===== src/rtl/alu_issue_seq.sv =====
// alu_issue_seq
//   Buffers signed 8-bit ALU commands, issues them one per edge to an
//   external ALU with a fixed pipeline latency, captures the ALU result LAT
//   edges after launch, and returns results in accept order through a
//   show-ahead result FIFO. Issue is credit-limited so that every launched
//   command is guaranteed a slot in the result FIFO.
//
// Ports
//   clk, rstn                  clock, asynchronous active-low reset
//   cmd_valid / cmd_ready      command handshake (ready = FIFO not full)
//   cmd_sel, cmd_a, cmd_b      opcode and signed operands
//   cmd_tag                    caller tag, returned with the result
//   alu_sel, alu_a, alu_b      registered operands to the external ALU
//   alu_c, alu_z               ALU result and zero flag, sampled LAT edges
//                              after the operands were launched
//   res_valid / res_ready      result handshake (show-ahead head entry)
//   res_c, res_z, res_tag      head result, zero flag and tag
//   res_divz                   head command was a divide/modulo by zero
//   busy                       anything queued, in flight or unconsumed

module alu_issue_seq #(
  parameter int DEPTH  = 4,
  parameter int RDEPTH = 4,
  parameter int LAT    = 3,
  parameter int TAG_W  = 4
) (
  input  logic             clk,
  input  logic             rstn,
  input  logic             cmd_valid,
  output logic             cmd_ready,
  input  logic [2:0]       cmd_sel,
  input  logic [7:0]       cmd_a,
  input  logic [7:0]       cmd_b,
  input  logic [TAG_W-1:0] cmd_tag,
  output logic [2:0]       alu_sel,
  output logic [7:0]       alu_a,
  output logic [7:0]       alu_b,
  input  logic [7:0]       alu_c,
  input  logic             alu_z,
  output logic             res_valid,
  input  logic             res_ready,
  output logic [7:0]       res_c,
  output logic             res_z,
  output logic [TAG_W-1:0] res_tag,
  output logic             res_divz,
  output logic             busy
);

  localparam int CAW = $clog2(DEPTH);
  localparam int RAW = $clog2(RDEPTH);
  localparam int OW  = $clog2(RDEPTH + 1);

  localparam logic [CAW:0]  C_INC    = (CAW + 1)'(1);
  localparam logic [RAW:0]  R_INC    = (RAW + 1)'(1);
  localparam logic [OW-1:0] O_INC    = OW'(1);
  localparam logic [OW-1:0] O_MAX    = OW'(RDEPTH);
  localparam logic [2:0]    SEL_IDLE = 3'b111;

  // ---------------------------------------------------------------------
  // Command FIFO
  // ---------------------------------------------------------------------
  logic [2:0]       cq_sel [DEPTH];
  logic [7:0]       cq_a   [DEPTH];
  logic [7:0]       cq_b   [DEPTH];
  logic [TAG_W-1:0] cq_tag [DEPTH];

  logic [CAW:0] c_wp;
  logic [CAW:0] c_rp;
  logic         c_empty;
  logic         c_full;
  logic         ready_en;

  logic         accept;
  logic         issue;
  logic         push;
  logic         pop;

  assign c_empty   = (c_wp == c_rp);
  assign c_full    = (c_wp[CAW] != c_rp[CAW]) &&
                     (c_wp[CAW-1:0] == c_rp[CAW-1:0]);
  // ready_en holds cmd_ready low through reset and rises on the first edge.
  assign cmd_ready = ready_en & ~c_full;
  assign accept    = cmd_valid & cmd_ready;

  always_ff @(posedge clk) begin
    if (accept) begin
      cq_sel[c_wp[CAW-1:0]] <= cmd_sel;
      cq_a[c_wp[CAW-1:0]]   <= cmd_a;
      cq_b[c_wp[CAW-1:0]]   <= cmd_b;
      cq_tag[c_wp[CAW-1:0]] <= cmd_tag;
    end
  end

  logic [2:0]       h_sel;
  logic [7:0]       h_a;
  logic [7:0]       h_b;
  logic [TAG_W-1:0] h_tag;
  logic             h_divz;

  assign h_sel  = cq_sel[c_rp[CAW-1:0]];
  assign h_a    = cq_a[c_rp[CAW-1:0]];
  assign h_b    = cq_b[c_rp[CAW-1:0]];
  assign h_tag  = cq_tag[c_rp[CAW-1:0]];
  assign h_divz = ((h_sel == 3'd3) || (h_sel == 3'd4)) && (h_b == 8'd0);

  // ---------------------------------------------------------------------
  // Credit: outstanding = in-flight + result FIFO occupancy. It is a plain
  // register, so a pop only frees credit for the edge after the pop.
  // ---------------------------------------------------------------------
  logic [OW-1:0] outstanding;

  assign issue = ~c_empty & (outstanding < O_MAX);

  always_ff @(posedge clk or negedge rstn) begin
    if (!rstn) begin
      ready_en    <= 1'b0;
      c_wp        <= '0;
      c_rp        <= '0;
      outstanding <= '0;
    end else begin
      ready_en <= 1'b1;
      if (accept) c_wp <= c_wp + C_INC;
      if (issue)  c_rp <= c_rp + C_INC;
      case ({issue, pop})
        2'b10:   outstanding <= outstanding + O_INC;
        2'b01:   outstanding <= outstanding - O_INC;
        default: outstanding <= outstanding;
      endcase
    end
  end

  // ---------------------------------------------------------------------
  // Operand launch: head on issue, idle pattern otherwise
  // ---------------------------------------------------------------------
  always_ff @(posedge clk or negedge rstn) begin
    if (!rstn) begin
      alu_sel <= SEL_IDLE;
      alu_a   <= '0;
      alu_b   <= '0;
    end else if (issue) begin
      alu_sel <= h_sel;
      alu_a   <= h_a;
      alu_b   <= h_b;
    end else begin
      alu_sel <= SEL_IDLE;
      alu_a   <= '0;
      alu_b   <= '0;
    end
  end

  // ---------------------------------------------------------------------
  // Latency tracker: stage 0 loads on the issue edge, so the valid leaves
  // stage LAT-1 on the edge that samples the matching ALU output.
  // ---------------------------------------------------------------------
  logic [LAT-1:0]   sr_v;
  logic [LAT-1:0]   sr_divz;
  logic [TAG_W-1:0] sr_tag [LAT];

  always_ff @(posedge clk or negedge rstn) begin
    if (!rstn) begin
      sr_v    <= '0;
      sr_divz <= '0;
      for (int i = 0; i < LAT; i++) sr_tag[i] <= '0;
    end else begin
      sr_v[0]    <= issue;
      sr_divz[0] <= issue & h_divz;
      sr_tag[0]  <= h_tag;
      for (int i = 1; i < LAT; i++) begin
        sr_v[i]    <= sr_v[i-1];
        sr_divz[i] <= sr_divz[i-1];
        sr_tag[i]  <= sr_tag[i-1];
      end
    end
  end

  assign push = sr_v[LAT-1];

  // ---------------------------------------------------------------------
  // Result FIFO (show-ahead). Storage is reset so the head reads zero
  // after reset. Credit guarantees push never meets a full FIFO.
  // ---------------------------------------------------------------------
  logic [7:0]       rq_c    [RDEPTH];
  logic             rq_z    [RDEPTH];
  logic [TAG_W-1:0] rq_tag  [RDEPTH];
  logic             rq_divz [RDEPTH];

  logic [RAW:0] r_wp;
  logic [RAW:0] r_rp;
  logic         r_empty;

  assign r_empty   = (r_wp == r_rp);
  assign res_valid = ~r_empty;
  assign pop       = res_valid & res_ready;

  always_ff @(posedge clk or negedge rstn) begin
    if (!rstn) begin
      r_wp <= '0;
      r_rp <= '0;
      for (int i = 0; i < RDEPTH; i++) begin
        rq_c[i]    <= '0;
        rq_z[i]    <= 1'b0;
        rq_tag[i]  <= '0;
        rq_divz[i] <= 1'b0;
      end
    end else begin
      if (push) begin
        rq_c[r_wp[RAW-1:0]]    <= alu_c;
        rq_z[r_wp[RAW-1:0]]    <= alu_z;
        rq_tag[r_wp[RAW-1:0]]  <= sr_tag[LAT-1];
        rq_divz[r_wp[RAW-1:0]] <= sr_divz[LAT-1];
        r_wp                   <= r_wp + R_INC;
      end
      if (pop) r_rp <= r_rp + R_INC;
    end
  end

  assign res_c    = rq_c[r_rp[RAW-1:0]];
  assign res_z    = rq_z[r_rp[RAW-1:0]];
  assign res_tag  = rq_tag[r_rp[RAW-1:0]];
  assign res_divz = rq_divz[r_rp[RAW-1:0]];

  assign busy = ~c_empty | (|sr_v) | ~r_empty;

endmodule

===== config.mk =====
export PLATFORM = sky130hd
export DESIGN_NAME = alu_issue_seq
export DESIGN_NICKNAME = d
export VERILOG_FILES = /design/src/rtl/alu_issue_seq.sv
export SDC_FILE = /design/constraint.sdc
export NUM_CORES = 1
export LEC_CHECK = 0
export ABC_AREA = 1
export CAP_MARGIN = 20
export CORE_UTILIZATION = 55
export DETAILED_ROUTE_END_ITERATION = 10
export PLACE_DENSITY = 0.77
export SLEW_MARGIN = 20
export SYNTH_ARGS = -nofsm -noshare
export SYNTH_HDL_FRONTEND = slang
export SYNTH_SLANG_ARGS = --single-unit
export TNS_END_PERCENT = 10

===== constraint.sdc =====
create_clock -name clk -period 2.5 [get_ports clk]
set_input_delay 0.5 -clock clk [delete_from_list [all_inputs] [get_ports clk]]
set_output_delay 0.5 -clock clk [all_outputs]
set_load 0.005 [all_outputs]

==> results of run 1 <==
## cell usage after synthesis, drive strengths merged
| cell type | n |
|---|---|
| xor2 | 4 |
| dfstp | 3 |
| nand3 | 29 |
| o22ai | 18 |
| dfrtp | 106 |
| conb | 1 |
| edfxtp | 92 |
| ha | 11 |
| o21ai | 116 |
| xnor2 | 8 |
| fa | 1 |
| nand2 | 157 |
| buf | 20 |
| clkbuf | 15 |
| nor2 | 86 |
| nor3 | 1 |
| a21oi | 9 |
| inv | 46 |
## kinds of logic after synthesis
kind of cell | count (synthesis) | share of synthesized area, %
xor+xnor | 12 | 1.328
fa+ha+maj | 12 | 1.992
simple gates | 273 | 13.52
buf+inv | 81 | 4.364
compound gates | 143 | 9.328
other cells | 1 | 0.04739
flops | 201 | 69.42
## metrics by stage
stage	power (mW)	utilization (%)	cell area [sq um]
2_1_floorplan	7.511	-	7914
3_3_place_gp	8.975	63.76	8885
3_5_place_dp	9.184	63.76	8885
4_1_cts	12.12	68.69	9572
5_1_grt	12.85	69.01	9617
6_report	12.06	69.01	9617
## layout make-up
type	count	area (sq um)
clock buffers	27	578.1
clock inverters	10	52.55
fillers	998	4318
inverters	46	178.9
multi-input cells	441	2092
flip-flops and latches	201	5500
well taps	180	225.2
repair buffers	95	989.7
## state kept, by name (all words and copies together), names as in the netlist, 4 cells and up
register  flops
sr_tag       12
rq_z          4
alu_a         8
rq_c         32
cq_tag       16
cq_a         32
cq_sel       12
rq_tag       16
cq_b         32
alu_b         8
rq_divz       4
## timing repair
action,CTS,global route
buffers inserted,3,0
gates cloned,0,0
gates resized for setup,10,19
hold endpoints to repair,25,0
pin swaps,1,0
hold buffers,1,0
endpoints found under the setup margin,15,12
## final timing paths
kind                       startpoint             end  slack (ps)
setup reg to reg              r_rp[1]  outstanding[2]         370
hold reg to reg             sr_tag[9]       sr_tag[5]         350
setup / recovery              r_rp[0]        res_c[5]          30
hold / removal              sr_tag[9]       sr_tag[5]         350
max in group asynchronous        rstn        rq_c[29]        1260
min in group asynchronous        rstn         rq_c[6]         460
## routing by layer
layer | vias up | GRT usage (%) | part of all wire (%)
met2 | 203 | 38.59 | 52
met5 | - | 0 | 0
met4 | 0 | 8.488 | 2.6
met1 | 2638 | 26.91 | 39
li1 | 2567 | - | -
met3 | 40 | 3.933 | 6.0
## power by group
group / leakage [nW] / internal [mW] / switching (mW)
Sequential: 2.18 / 4.45 / 0.497
Combinational: 1.64 / 1.79 / 2.49
Clock: 0.321 / 1.63 / 1.20
==> results.sh, run 1 <==
export IMPL_grt_max_degree=53
export IMPL_skew_ps=13.92
export IMPL_post_route_drc_count=0
export IMPL_synthCells=723
export IMPL_whs_path_depth=0
export IMPL_grt_setup_unrepaired="true"
export IMPL_ir_drop_mv=0.6829
export IMPL_status="completed"
export IMPL_clk_pin_slew_ps=60
export IMPL_hold_ws_ps=347.9
export IMPL_wl_per_cell_microns=15.90
export IMPL_core_area_sq_mm=0.01393
export IMPL_diodes=0
export IMPL_h_tree_depth=1
export IMPL_endpoint_kind="output port"
export IMPL_grt_pass1_vias=5385
export IMPL_finalWorstSetupSlack_ps=25.53
export IMPL_syn_nets=771
export IMPL_slowest_delay_ps=530
export IMPL_postSynthAreaPerCell_sq_um=10.95
export IMPL_die_y_microns=122.0
export IMPL_yosys_top_cells_area="edfxtp_1 35%, dfrtp_1 34%, nand2_1 7.4%"
export IMPL_synth_top_area_share_pct=34.91
export IMPL_worstPathArrival_ps=1970
export IMPL_yosysSeqAreaShare_pct=69.42
export IMPL_worst_setup_path_type="register to output port"
export IMPL_r2r_cells=10
export IMPL_report_final_slew_viol_count=0
export IMPL_pin_count=72
export IMPL_drive_gt1_share_pct=9.634
export IMPL_initial_core_util_pct=56.79
export IMPL_root_buffer="clkbuf_16"
export IMPL_stdcell_count=1000
export IMPL_syn_area_sq_mm=0.007914
export IMPL_relSlewSlack_pct=41.17
export IMPL_layout_commonest_cell="nand2_1"
export IMPL_required_ps=2000
export IMPL_cts_sink_count=201
export IMPL_grt_first_pass_wirelength_microns=25250
export IMPL_dp_cells=959
export IMPL_yosysTopAreaCell="edfxtp_1"
export IMPL_fmax_mhz=404.1
export IMPL_period_share_pct=98.98
export IMPL_place_worst_setup_slack_ps=148.1
export IMPL_ys_warn_count=0
export IMPL_hpwl_microns=9498
export IMPL_antenna_found_initial=0
export IMPL_numCtsBuffers=21
export IMPL_tns_ps=0
export IMPL_period_needed_ps=2474
export IMPL_cts_tree="built"
export IMPL_cp_start_kind="register"
export IMPL_critical_path_buf_inv_count=2
export IMPL_p_leak_nw=4.139
export IMPL_critPathSlowestCell="clkdlybuf4s50_1"
export IMPL_placementRows=43
export IMPL_crit_cells=4
export IMPL_port_buffers=71
export IMPL_power_density_mw_per_mm2=1254
export IMPL_wl_microns=15900
export IMPL_ys_ff_latch=201
export IMPL_worst_pin_slew_ps=880.3
export IMPL_finalHoldViolations=0
export IMPL_clock_latency_ps=500
export IMPL_cts_buffer_depth=3
export IMPL_layout_nets=854
export IMPL_max_cap_viol_count=0
export IMPL_hp_class="register to register"
export IMPL_path_cells="buf_4, o21ai_0, o22ai_1, clkdlybuf4s50_1"
export IMPL_area_delta_synth_final_pct=21.52
export IMPL_setup_viol=0
export IMPL_dr_first_iter_drc_count=362
export IMPL_dieArea_sq_mm=0.01487
export IMPL_viasPerCell=5.448
export IMPL_grt_usage_pct=21.97
export IMPL_grt_overflow_total=0
export IMPL_ant_nets=0
export IMPL_die_w_microns=122.0
export IMPL_synth_distinct_cells=24
export IMPL_num_vias=5448
export IMPL_firstDrtPassIters=5
export IMPL_gp_congestion=0.7947
export IMPL_path_max_fanout=16
export IMPL_layout_common_cells="156 x nand2_1, 115 x o21ai_0, 101 x dfrtp_1"
export IMPL_crit_family="buffers and inverters"
Power figures use the tool's default switching activity.
==> run 2, diff against run 1 <==
--- a/config.mk
+++ b/config.mk
@@ -10,7 +10,6 @@
 export CORE_UTILIZATION = 55
 export DETAILED_ROUTE_END_ITERATION = 10
 export PLACE_DENSITY = 0.77
-export SLEW_MARGIN = 20
 export SYNTH_ARGS = -nofsm -noshare
 export SYNTH_HDL_FRONTEND = slang
 export SYNTH_SLANG_ARGS = --single-unit
==> results of run 2 <==
Final layout, timing and power as in run 1 (identical DEF).
==> run 3, diff against run 2 <==
==> constraint.sdc (replaced) <==
create_clock -name clk -period 2.6 [get_ports clk]
set_input_delay 0.52 -clock clk [delete_from_list [all_inputs] [get_ports clk]]
set_output_delay 0.52 -clock clk [all_outputs]
set_load 0.005 [all_outputs]
==> results.sh, run 3 (same netlist as run 1, synthesis figures left out) <==
export IMPL_dr_first_iter_drc_count=430
export IMPL_antenna_found_initial=0
export IMPL_drive_gt1_share_pct=8.935
export IMPL_hpwl_microns=9544
export IMPL_switchingPower_mw=4.006
export IMPL_period_needed_ps=2563
export IMPL_viasPerCell=5.419
export IMPL_fmax_mhz=390.1
export IMPL_setup_viol=0
export IMPL_post_route_drc_count=0
export IMPL_cts_sink_count=201
export IMPL_worst_setup_path_type="register to output port"
export IMPL_r2r_cells=10
export IMPL_power_mw=11.65
export IMPL_crit_cells=5
export IMPL_p_sw_share_pct=34.40
export IMPL_layout_nets=852
export IMPL_status="completed"
export IMPL_period_share_pct=98.59
export IMPL_cts_tree="built"
export IMPL_grt_usage_pct=22.20
export IMPL_die_w_microns=122.0
export IMPL_cp_endpoint="res_divz"
export IMPL_slowest_delay_ps=540
export IMPL_cp_start_kind="register"
export IMPL_p_clk_share_pct=24.0
export IMPL_critical_path_buf_inv_count=3
export IMPL_power_frac_comb_pct=35.1
export IMPL_report_final_slew_viol_count=0
export IMPL_power_density_mw_per_mm2=1220
export IMPL_dieArea_sq_mm=0.01487
export IMPL_r2r_start="r_rp[1]"
export IMPL_clk_pin_slew_ps=60
export IMPL_crit_family="buffers and inverters"
export IMPL_ant_nets=0
export IMPL_cts_buffer_depth=3
export IMPL_layout_common_cells="156 x nand2_1, 115 x o21ai_0, 104 x dfrtp_1"
export IMPL_r2r_slack_ps=390
export IMPL_placementRows=43
export IMPL_hp_class="input pin to async pin"
export IMPL_power_internal_mw=7.640
export IMPL_area_delta_synth_final_pct=20.60
export IMPL_p_leak_nw=4.032
export IMPL_final_cell_area_sq_mm=0.009544
export IMPL_h_tree_depth=1
export IMPL_grt_setup_unrepaired="true"
export IMPL_ir_drop_mv=0.6406
export IMPL_power_frac_seq_pct=40.8
export IMPL_firstDrtPassIters=5
export IMPL_multi_input_area_sq_mm=0.002090
export IMPL_grt_overflow_total=0
export IMPL_grt_max_degree=54
export IMPL_initial_core_util_pct=56.79
export IMPL_fillCellCount=1002
export IMPL_path_cells="inv_1, buf_6, o21ai_0, o22ai_1, clkdlybuf4s50_1"
export IMPL_tns_ps=0
export IMPL_skew_ps=10.74
export IMPL_pin_count=72
export IMPL_required_ps=2080
export IMPL_worstPathArrival_ps=2040
export IMPL_rr_endpoint="outstanding[2]"
export IMPL_grt_first_pass_wirelength_microns=25760
export IMPL_relSlewSlack_pct=40.35
export IMPL_root_buffer="clkbuf_16"
export IMPL_numCtsBuffers=21
export IMPL_cts_hold_buf=0
export IMPL_finalHoldViolations=0
export IMPL_worst_pin_slew_ps=892.5
export IMPL_wl_microns=15820
export IMPL_path_max_fanout=13
export IMPL_post_cts_buffers=0
export IMPL_wl_per_cell_microns=15.87
export IMPL_diodes=0
export IMPL_port_buffers=71
export IMPL_gp_congestion=0.7943
export IMPL_endpoint_kind="output port"
export IMPL_regArea_sq_mm=0.005497
export IMPL_clock_latency_ps=490
export IMPL_layout_commonest_cell="nand2_1"
export IMPL_critPathSlowestCell="clkdlybuf4s50_1"
export IMPL_grt_pass1_vias=5413
export IMPL_startpoint="r_rp[0]"
export IMPL_max_cap_viol_count=0
export IMPL_placed_area_sq_mm=0.008855
export IMPL_num_vias=5403
export IMPL_die_y_microns=122.0
export IMPL_core_area_sq_mm=0.01393
==> run 3: timing repair <==
item	CTS	global route
endpoints found under the hold margin	0	0
pin swaps	0	1
setup endpoints to repair	14	11
gates resized for setup	1	11
gates cloned	0	1
==> run 3: metal layers <==
layer  vias up  routed length, microns  GRT usage [%]
met3        28                     839          3.605
met2       169                    8163          38.70
met1      2640                    6457          27.90
met4         0                     359          8.179
met5         -                       0              0
li1       2566                       -              -
==> run 3: worst min path at each step <==
stage / start / to / slack, ps / cells past startpoint
finish: rstn / rq_tag[5] / 90 / 1
global route: rstn / sr_tag[5] / 130 / 1
CTS: rstn / sr_tag[9] / 100 / 1
detailed placement: sr_tag[9] / sr_tag[5] / 330 / 0
global placement: sr_tag[5] / sr_tag[1] / 330 / 0
floorplan: rstn / alu_a[0] / 220 / 0
==> run 3: power groups by stage <==
stage	clock [mW]	sequential, mW	combinational [mW]
5_1_grt	2.97	4.85	4.62
6_report	2.80	4.76	4.09
2_1_floorplan	0	4.66	2.57
3_5_place_dp	0	4.77	4.05
4_1_cts	2.85	4.73	4.08
3_3_place_gp	0	4.73	3.88
==> run 3: worst reg2reg max path, cell delays in order, from the launching register on <==
cell and delay, ps:
dfrtp_2 490, xnor2_1 160, nand3_1 160, nand2_1 140, inv_1 120, ha_1 140
inv_1 70, fa_1 380, a21oi_1 160, o21ai_0 120, xor2_1 160
==> run 3: final cells by class <==
type                       count  area share, %
tap                          180          2.360
multi-input combinational    441          21.89
clock inverter                10         0.9308
clock buffer                  26          5.912
timing repair inverter         1        0.07866
sequential                   201          57.59
timing repair buffer          92          9.386
inverter                      46          1.848
==> run 3: metrics by stage <==
step / hold WS [ps] / utilization, % / setup WS (ps) / instances
after floorplan: 224.4 / - / 305.3 / 723
after global placement: 332.4 / 63.54 / 298.1 / 960
after detailed placement: 334.7 / 63.54 / 213.1 / 960
after CTS: 96.53 / 68.26 / 5.044 / 996
after global routing: 128.3 / 68.49 / -18.97 / 997
final: 89.06 / 68.49 / 36.76 / 997
